File: config.mk
export PLATFORM = sky130hd
export DESIGN_NAME = bin_swap_ctrl
export DESIGN_NICKNAME = d
export VERILOG_FILES = /design/src/rtl/bin_swap_ctrl.sv
export SDC_FILE = /design/constraint.sdc
export NUM_CORES = 1
export LEC_CHECK = 0
export CORE_ASPECT_RATIO = 0.75
export CORE_UTILIZATION = 52
export DETAILED_ROUTE_END_ITERATION = 16
export GPL_TIMING_DRIVEN = 0
export MAX_ROUTING_LAYER = met4
export PLACE_DENSITY = 0.9
export RECOVER_POWER = 50
export SLEW_MARGIN = 30
export SYNTH_ARGS = -nofsm -noshare
export SYNTH_HDL_FRONTEND = slang
export SYNTH_SLANG_ARGS = --single-unit
File: constraint.sdc
create_clock -name clk -period 3.4 [get_ports clk]
set_clock_uncertainty 0.15 [all_clocks]
set_input_delay 1.02 -clock clk [delete_from_list [all_inputs] [get_ports clk]]
set_output_delay 1.02 -clock clk [all_outputs]
set_load 0.02 [all_outputs]
File: src/rtl/bin_swap_ctrl.sv
// bin_swap_ctrl: owns bin residency for the SAT engine.
// On a bin-switch request the resident bin is written back when dirty, then the
// requested bin is loaded. The block hands out the start pulses for the store and
// load blocks, selects which of engine/store/load drives the shared BRAM ports,
// and acknowledges the engine once the requested bin is resident.
module bin_swap_ctrl #(
  parameter int WIDTH_BIN_ID   = 10,
  parameter int TIMEOUT_CYCLES = 1023,
  parameter int WIDTH_TO       = 10,
  parameter int WIDTH_SWAP_CNT = 16
) (
  input  logic                      clk,
  input  logic                      rst,
  input  logic                      req_bin_i,
  input  logic [WIDTH_BIN_ID-1:0]   req_bin_num_i,
  input  logic                      dirty_i,
  output logic                      req_ready_o,
  output logic                      ack_o,
  output logic [WIDTH_BIN_ID-1:0]   cur_bin_o,
  output logic                      start_store_o,
  output logic [WIDTH_BIN_ID-1:0]   store_bin_num_o,
  input  logic                      done_store_i,
  output logic                      start_load_o,
  output logic [WIDTH_BIN_ID-1:0]   load_bin_num_o,
  input  logic                      done_load_i,
  output logic [1:0]                ram_owner_o,
  output logic                      err_timeout_o,
  output logic [WIDTH_SWAP_CNT-1:0] swap_cnt_o
);

  typedef enum logic [2:0] {
    IDLE       = 3'd0,
    STORE_REQ  = 3'd1,
    STORE_WAIT = 3'd2,
    LOAD_REQ   = 3'd3,
    LOAD_WAIT  = 3'd4,
    ACK        = 3'd5,
    ERR        = 3'd6
  } state_e;

  localparam logic [1:0] OWNER_ENGINE = 2'b00;
  localparam logic [1:0] OWNER_STORE  = 2'b01;
  localparam logic [1:0] OWNER_LOAD   = 2'b10;

  // Last counter value still allowed in a WAIT state; one more idle edge means timeout.
  localparam logic [WIDTH_TO-1:0] TO_LAST = WIDTH_TO'(TIMEOUT_CYCLES - 1);

  state_e                    state_q, state_d;
  logic [WIDTH_TO-1:0]       to_q, to_d;
  logic [WIDTH_BIN_ID-1:0]   req_bin_q;
  logic [WIDTH_BIN_ID-1:0]   req_bin_eff;
  logic [WIDTH_BIN_ID-1:0]   cur_bin_q;
  logic [WIDTH_BIN_ID-1:0]   store_bin_num_q;
  logic [WIDTH_BIN_ID-1:0]   load_bin_num_q;
  logic [WIDTH_SWAP_CNT-1:0] swap_cnt_q;
  logic                      req_ready_q;
  logic                      ack_q;
  logic                      start_store_q;
  logic                      start_load_q;
  logic [1:0]                ram_owner_q;
  logic                      err_q;

  // On a clean miss LOAD_REQ is entered straight from IDLE, before req_bin_q holds the request.
  assign req_bin_eff = (state_q == IDLE) ? req_bin_num_i : req_bin_q;

  // Next-state and timeout counter; done beats timeout because it is tested first.
  always_comb begin
    state_d = state_q;
    to_d    = to_q;
    case (state_q)
      IDLE: begin
        if (req_bin_i && (req_bin_num_i != '0)) begin
          if (req_bin_num_i == cur_bin_q) begin
            state_d = ACK;
          end else if (dirty_i && (cur_bin_q != '0)) begin
            state_d = STORE_REQ;
          end else begin
            state_d = LOAD_REQ;
          end
        end
      end
      STORE_REQ: begin
        state_d = STORE_WAIT;
        to_d    = '0;
      end
      STORE_WAIT: begin
        if (done_store_i) begin
          state_d = LOAD_REQ;
        end else if (to_q == TO_LAST) begin
          state_d = ERR;
        end else begin
          to_d = to_q + WIDTH_TO'(1);
        end
      end
      LOAD_REQ: begin
        state_d = LOAD_WAIT;
        to_d    = '0;
      end
      LOAD_WAIT: begin
        if (done_load_i) begin
          state_d = ACK;
        end else if (to_q == TO_LAST) begin
          state_d = ERR;
        end else begin
          to_d = to_q + WIDTH_TO'(1);
        end
      end
      ACK:     state_d = IDLE;
      ERR:     state_d = ERR;
      default: state_d = IDLE;
    endcase
  end

  // State register plus outputs registered from the next state, so each output is valid in the cycle of its state.
  always_ff @(posedge clk or posedge rst) begin
    if (rst) begin
      state_q         <= IDLE;
      to_q            <= '0;
      req_bin_q       <= '0;
      cur_bin_q       <= '0;
      store_bin_num_q <= '0;
      load_bin_num_q  <= '0;
      swap_cnt_q      <= '0;
      req_ready_q     <= 1'b1;
      ack_q           <= 1'b0;
      start_store_q   <= 1'b0;
      start_load_q    <= 1'b0;
      ram_owner_q     <= OWNER_ENGINE;
      err_q           <= 1'b0;
    end else begin
      state_q       <= state_d;
      to_q          <= to_d;
      req_ready_q   <= (state_d == IDLE);
      ack_q         <= (state_d == ACK);
      start_store_q <= (state_d == STORE_REQ);
      start_load_q  <= (state_d == LOAD_REQ);
      err_q         <= (state_d == ERR);
      if ((state_d == STORE_REQ) || (state_d == STORE_WAIT)) begin
        ram_owner_q <= OWNER_STORE;
      end else if ((state_d == LOAD_REQ) || (state_d == LOAD_WAIT)) begin
        ram_owner_q <= OWNER_LOAD;
      end else begin
        ram_owner_q <= OWNER_ENGINE;
      end
      if ((state_q == IDLE) && (state_d != IDLE)) begin
        req_bin_q <= req_bin_num_i;
      end
      if (state_d == STORE_REQ) begin
        store_bin_num_q <= cur_bin_q;
      end
      if (state_d == LOAD_REQ) begin
        load_bin_num_q <= req_bin_eff;
      end
      if ((state_q == LOAD_WAIT) && (state_d == ACK)) begin
        cur_bin_q  <= req_bin_q;
        swap_cnt_q <= swap_cnt_q + WIDTH_SWAP_CNT'(1);
      end
      if (state_d == ERR) begin
        cur_bin_q <= '0;
      end
    end
  end

  assign req_ready_o     = req_ready_q;
  assign ack_o           = ack_q;
  assign cur_bin_o       = cur_bin_q;
  assign start_store_o   = start_store_q;
  assign store_bin_num_o = store_bin_num_q;
  assign start_load_o    = start_load_q;
  assign load_bin_num_o  = load_bin_num_q;
  assign ram_owner_o     = ram_owner_q;
  assign err_timeout_o   = err_q;
  assign swap_cnt_o      = swap_cnt_q;

endmodule

# Word-level counts from Yosys, hierarchy flattened

Cells that the tools add are included.

Output and inout bits: 53
Flip-flop bits (word level): 76
Input bits: 16
Word-level logic and storage cells: 61

Reductions and logical operators: 15
Multiplexer cells: 16
Add/subtract/negate cells: 2
Equal/unequal tests: 15

Operators with widths:

| operator                | count |
|---|---|
| $mux W10                | 6 |
| $pmux W10 S3            | 1 |
| $reduce_bool A10 Y1     | 2 |
| $pmux W3 S6             | 1 |
| $add A16 B1 Y16 const B | 1 |
| $eq A3 B3 Y1 const B    | 5 |
| $mux W3                 | 5 |
| $eq A3 B2 Y1 const B    | 4 |
| $add A10 B1 Y10 const B | 1 |
| $eq A10 B10 Y1          | 1 |
| $eq A10 B10 Y1 const B  | 1 |
| $eq A3 B1 Y1 const B    | 2 |
| $logic_not A3 Y1        | 2 |
| $mux W2                 | 3 |
| $reduce_bool A3 Y1      | 2 |
| $logic_and A1 B1 Y1     | 4 |
| $ne A2 B2 Y1 const B    | 2 |
| $reduce_and A3 Y1       | 1 |
| $logic_or A1 B1 Y1      | 2 |
| $reduce_bool A2 Y1      | 1 |
| $reduce_or A2 Y1        | 1 |

# Depth between registers and ports, before layout

Depth after elaboration: 10
Mapped depth: 9
Mapped depth without buffers: 8

# Worst setup path before layout

OpenSTA, ideal clock, no wires.

Path type: input port to flip-flop
From: input port req_bin_num_i[5]
To: register store_bin_num_q[0], in the netlist store_bin_num_o[0]
Setup time: 0.125 ns
Path slack: 0.593 ns
Stages: 7
Data required time: 3.125 ns
Path buffers: 1
Data arrival time: 2.532 ns
Cells stage by stage: xor2_1 > nor4_1 > nand4_1 > a22o_4 > nor3_2 > buf_6 > mux2_4

Word-level cells in the longest chain between the ends: 5
Elaborated cells on any way between the ends: 7

Ends and longest elaborated chain:

| what                                                  | RTL line | source |
|---|---|---|
| start, declared                                       | 15       | `input logic [WIDTH_BIN_ID-1:0] req_bin_num_i,` |
| $eq A10 B10 Y1 or $reduce_bool A10 Y1 (tied branches) | 73, 72   |  |
| $mux W3 or $logic_and A1 B1 Y1 (tied branches)        | 73, 72   |  |
| $mux W3 (*)                                           | 72       | `if (req_bin_i && (req_bin_num_i != '0)) begin` |
| $pmux W3 S6 (*)                                       | 70       | `case (state_q)` |
| via state_d[1]                                        | 48       | `state_e state_q, state_d;` |
| $eq A3 B1 Y1 (*)                                      | 148      | `if (state_d == STORE_REQ) begin` |
| end signal, assigned                                  | 149      | `store_bin_num_q <= cur_bin_q;` |
| end, declared                                         | 53       | `logic [WIDTH_BIN_ID-1:0] store_bin_num_q;` |

The timed path passes the listed nets; every way through them passes the cells marked *.
A chain may end at the register's enable or synchronous reset.

# Worst setup path after layout

From: input port req_bin_num_i[5]
To: register store_bin_num_q[5], in the netlist store_bin_num_o[5]

Same word-level chain as after synthesis.

==> impl_results.md <==
* Status: finished, violations left
* Failing checks: DRC, capacitance limit, slew limit
* Flip-flop and latch count after synthesis at 76
* Root Driver: clkbuf_8
* Mapped cell area at 0.00359 sq mm
* Post CTS Setup Buffer Count at 0
* Final WL at about 8700 um
* Fin util at 71.5%
* Crit path from: req_bin_num_i[5]
* Leak pwr at 2.06 nW
* FFs w/ async S/R, synth at 100%
* Max-cap violations at 1
* DRT Pass-1 Iters at 10
* Die area at 0.00725 sq mm
* DP HPWL at 6020 um
* Core Box Area at 0.00647 sq mm
* CP Data Required Time at about 3500 ps
* Boundary Pins at between 60 and 70
* Cell Chain, Critical Path: clkdlybuf4s50_1 > xor2_1 > nor4_2 > nand4_1 > a22o_4 > nor3_4 > buf_6 > mux2_4
* Drt wl/cell at 18.3 um
* Multi-input gate area at 0.00160 sq mm
* Max frequency at 307 MHz
* Layout area overhead at 28.9%
* Post-route ant nets at 0
* # DRC at 3
* Seq/Total Area, Yosys at a little over half
* FP Rows at 25
* FF-to-FF setup slack at 530 ps
* Ant diodes at 0
* Slew Limit Fails at 41
* Cell count after synthesis at between 300 and 400
* Worst-path clk slew at approximately 80 ps
* Chip Width at 98.0 um
* Mapped Nets at 326
* Yosys warning count at 0
* Crit path launch type: primary input
* PD cells at 886 mW/mm^2
* CP max FO at 10
* Inserted Clock Buffers at 9
* Port bufs at 68
* Hold crit path type: reg -> reg
* Max Buffers Root-to-Sink at 2
* Clk_lat worst skew at 370 ps
* Initial core utilization at a little under three fifths
* GP Congestion at 0.873
* Mean cell area of the mapped netlist at 11.7 sq um
* Initial detailed-routing violation count at 205
* Total GRT Usage at 26.4%
* Peak supply drop at 549 uV
* Clock sink total at 76
* Vias in the first global route at 2662
* Vias at 2701
* Max Used Layer: met4
* Ys flop type: dfrtp_1
* Met3 wire len at 586 um
* Max_slew headroom at -13.0%
* Nets at 406
* Fill cells at 415
* Remaining Overflow, GRT at 0
* Unrepaired setup endpoints after global routing: no
* WHS at 326 ps
* Share of cells above drive strength 1 at 19.6%
* Final setup viols at 0
* Worst Path Class, Setup: in -> reg
* EDFF count, synth at 0
* Final period util at 95.8%
* Crit. End Element: register
* Worst path max stage delay at 500 ps
* H-tree levels at 3
* DR vias/cell at between 5 and 6
* Reg-to-reg startpoint: to_q[0]
* Register Area at 0.00190 sq mm
* Critical-path top delay cell: clkdlybuf4s50_1
* Global-route wire length before repair at roughly 14000 um
* Crit path capture: store_bin_num_o[5]
* Hold Fails Final Rpt at 0
* Met2 Routed Length at 4040 um
* Worst r2r dst: store_bin_num_o[5]
* Largest net degree at the start of global routing at 41
* Min cycle time layout at 3260 ps
* TritonCTS clock tree: done
* DRT met1 WL at 3850 um
* R2R depth at 9
* CTS Hold Buffers Added at 0
* Initial antenna violation count at 0
* Synth cell types at 44
* DIE HEIGHT at 74.0 um
* Worst slew pin tran at around 1700 ps
* Arr. time, crit path at between 3000 and 4000 ps
[per-stage QoR]
stage                     setup WS (ps)  TNS [ps]  std cells  power [mW]  area, sq um
after global placement             -816    -64230        456        3.21         4370
after detailed placement           -366     -6510        457        3.29         4400
final                               144         0        473        4.10         4630
after global routing               35.2         0        473        4.30         4630
after floorplan                     293         0        307        2.60         3590
after CTS                          44.7         0        473        4.12         4620
[per-layer routing]
metal | GRT usage [%] | up-vias
met3 | 6.86 | 20
li1 | - | 1224
met2 | 38.5 | 115
met5 | - | -
met4 | 11.1 | 0
met1 | 35.4 | 1342
[worst min path at each step]
stage / from / slack [ps] / depth (start not counted) / end
CTS: swap_cnt_o[15] / 330 / 1 / swap_cnt_o[15]
global placement: swap_cnt_o[15] / 310 / 1 / swap_cnt_o[15]
finish: swap_cnt_o[15] / 330 / 1 / swap_cnt_o[15]
detailed placement: swap_cnt_o[15] / 320 / 1 / swap_cnt_o[15]
floorplan: req_bin_q[6] / 310 / 2 / cur_bin_o[6]
global route: swap_cnt_o[15] / 350 / 1 / swap_cnt_o[15]
[flip-flops by register name (all words and copies together), names as in the netlist]
signal           cells
ack_o                1
ram_owner_o          2
req_ready_o          1
store_bin_num_o     10
load_bin_num_o      10
req_bin_q           10
swap_cnt_o          16
cur_bin_o           10
start_load_o         1
to_q                10
state_q              3
start_store_o        1
err_timeout_o        1
[synthesized netlist by cell type (3+ instances only)]
cell type	number	area, sq um
a21oi_1	4	20.0
and3_1	5	31.3
and4_1	3	26.3
buf_2	5	25.0
clkbuf_1	7	26.3
dfrtp_1	75	1880
ha_1	3	37.5
inv_1	5	18.8
mux2_2	23	259
mux2_4	17	255
nand2_1	39	146
nand3_1	7	35.0
nand4_1	6	37.5
nor2_1	19	71.3
nor3_1	3	15.0
nor4_1	9	56.3
o21ai_0	15	75.1
xnor2_1	22	193
xor2_1	12	105
[critical path, delay by kind of cell]
kind                   cells  cell delay [ps]
AO/OA/AOI/OAI              1              320
AND/OR/NAND/NOR            3              810
buffers and inverters      2              720
multiplexers               1              310
XOR/XNOR                   1              190
[final cells by class]
cell class / instances / share of cell area [%]
clock buffer: 9 / 2.68
multi-input combinational: 212 / 34.7
buffer: 14 / 1.78
inverter: 5 / 0.433
timing repair buffer: 69 / 14.9
sequential: 76 / 41.1
clock inverter: 7 / 2.27
tap: 81 / 2.19
[cell usage in the layout, fill, tap and decap left out, drive strengths merged]
| cell type | count |
|---|---|
| dfrtp | 75 |
| clkdlybuf4s50 | 42 |
| mux2 | 40 |
| nand2 | 39 |
| dlygate4sd3 | 26 |
| xnor2 | 22 |
| nor2 | 20 |
| clkbuf | 17 |
| o21ai | 15 |
| xor2 | 12 |
| nor4 | 9 |
| inv | 8 |
| nand3 | 7 |
| buf | 7 |
| nand4 | 6 |
| and3 | 6 |
| a21oi | 4 |
| nor3 | 4 |
| and4 | 3 |
| ha | 3 |
| and2 | 2 |
| nand3b | 2 |
| nand2b | 2 |
| bufinv | 2 |
| or4 | 2 |
| o41ai | 2 |
| nor2b | 2 |
| nor4b | 2 |
| clkinvlp | 2 |
| a31oi | 1 |
| a22o | 1 |
| and3b | 1 |
| a221oi | 1 |
| or2 | 1 |
| or3b | 1 |
| a21boi | 1 |
| o21bai | 1 |
| dfstp | 1 |
[repair_timing]
action | CTS | global route
gates resized for setup | 0 | 3
setup endpoints to repair | 0 | 18
endpoints found under the hold margin | 0 | 0
[power by group]
group | leakage, nW | internal, mW | switching, mW
Combinational | 0.958 | 0.889 | 0.928
Clock | 0.113 | 0.426 | 0.374
Sequential | 0.992 | 1.20 | 0.282
[cells by family (layout without fill, tap and decap cells)]
group / count (synthesis) / in the layout / share of synthesized area, %
flip-flops: 76 / 76 / 53.0
buffers and inverters: 19 / 104 / 2.82
adder cells (fa/ha/maj): 3 / 3 / 1.05
multiplexers: 40 / 40 / 14.3
XOR/XNOR: 34 / 34 / 8.29
AND/OR/NAND/NOR: 109 / 109 / 15.9
AO/OA/AOI/OAI: 26 / 26 / 4.67
(Power assumes the default switching activity.)
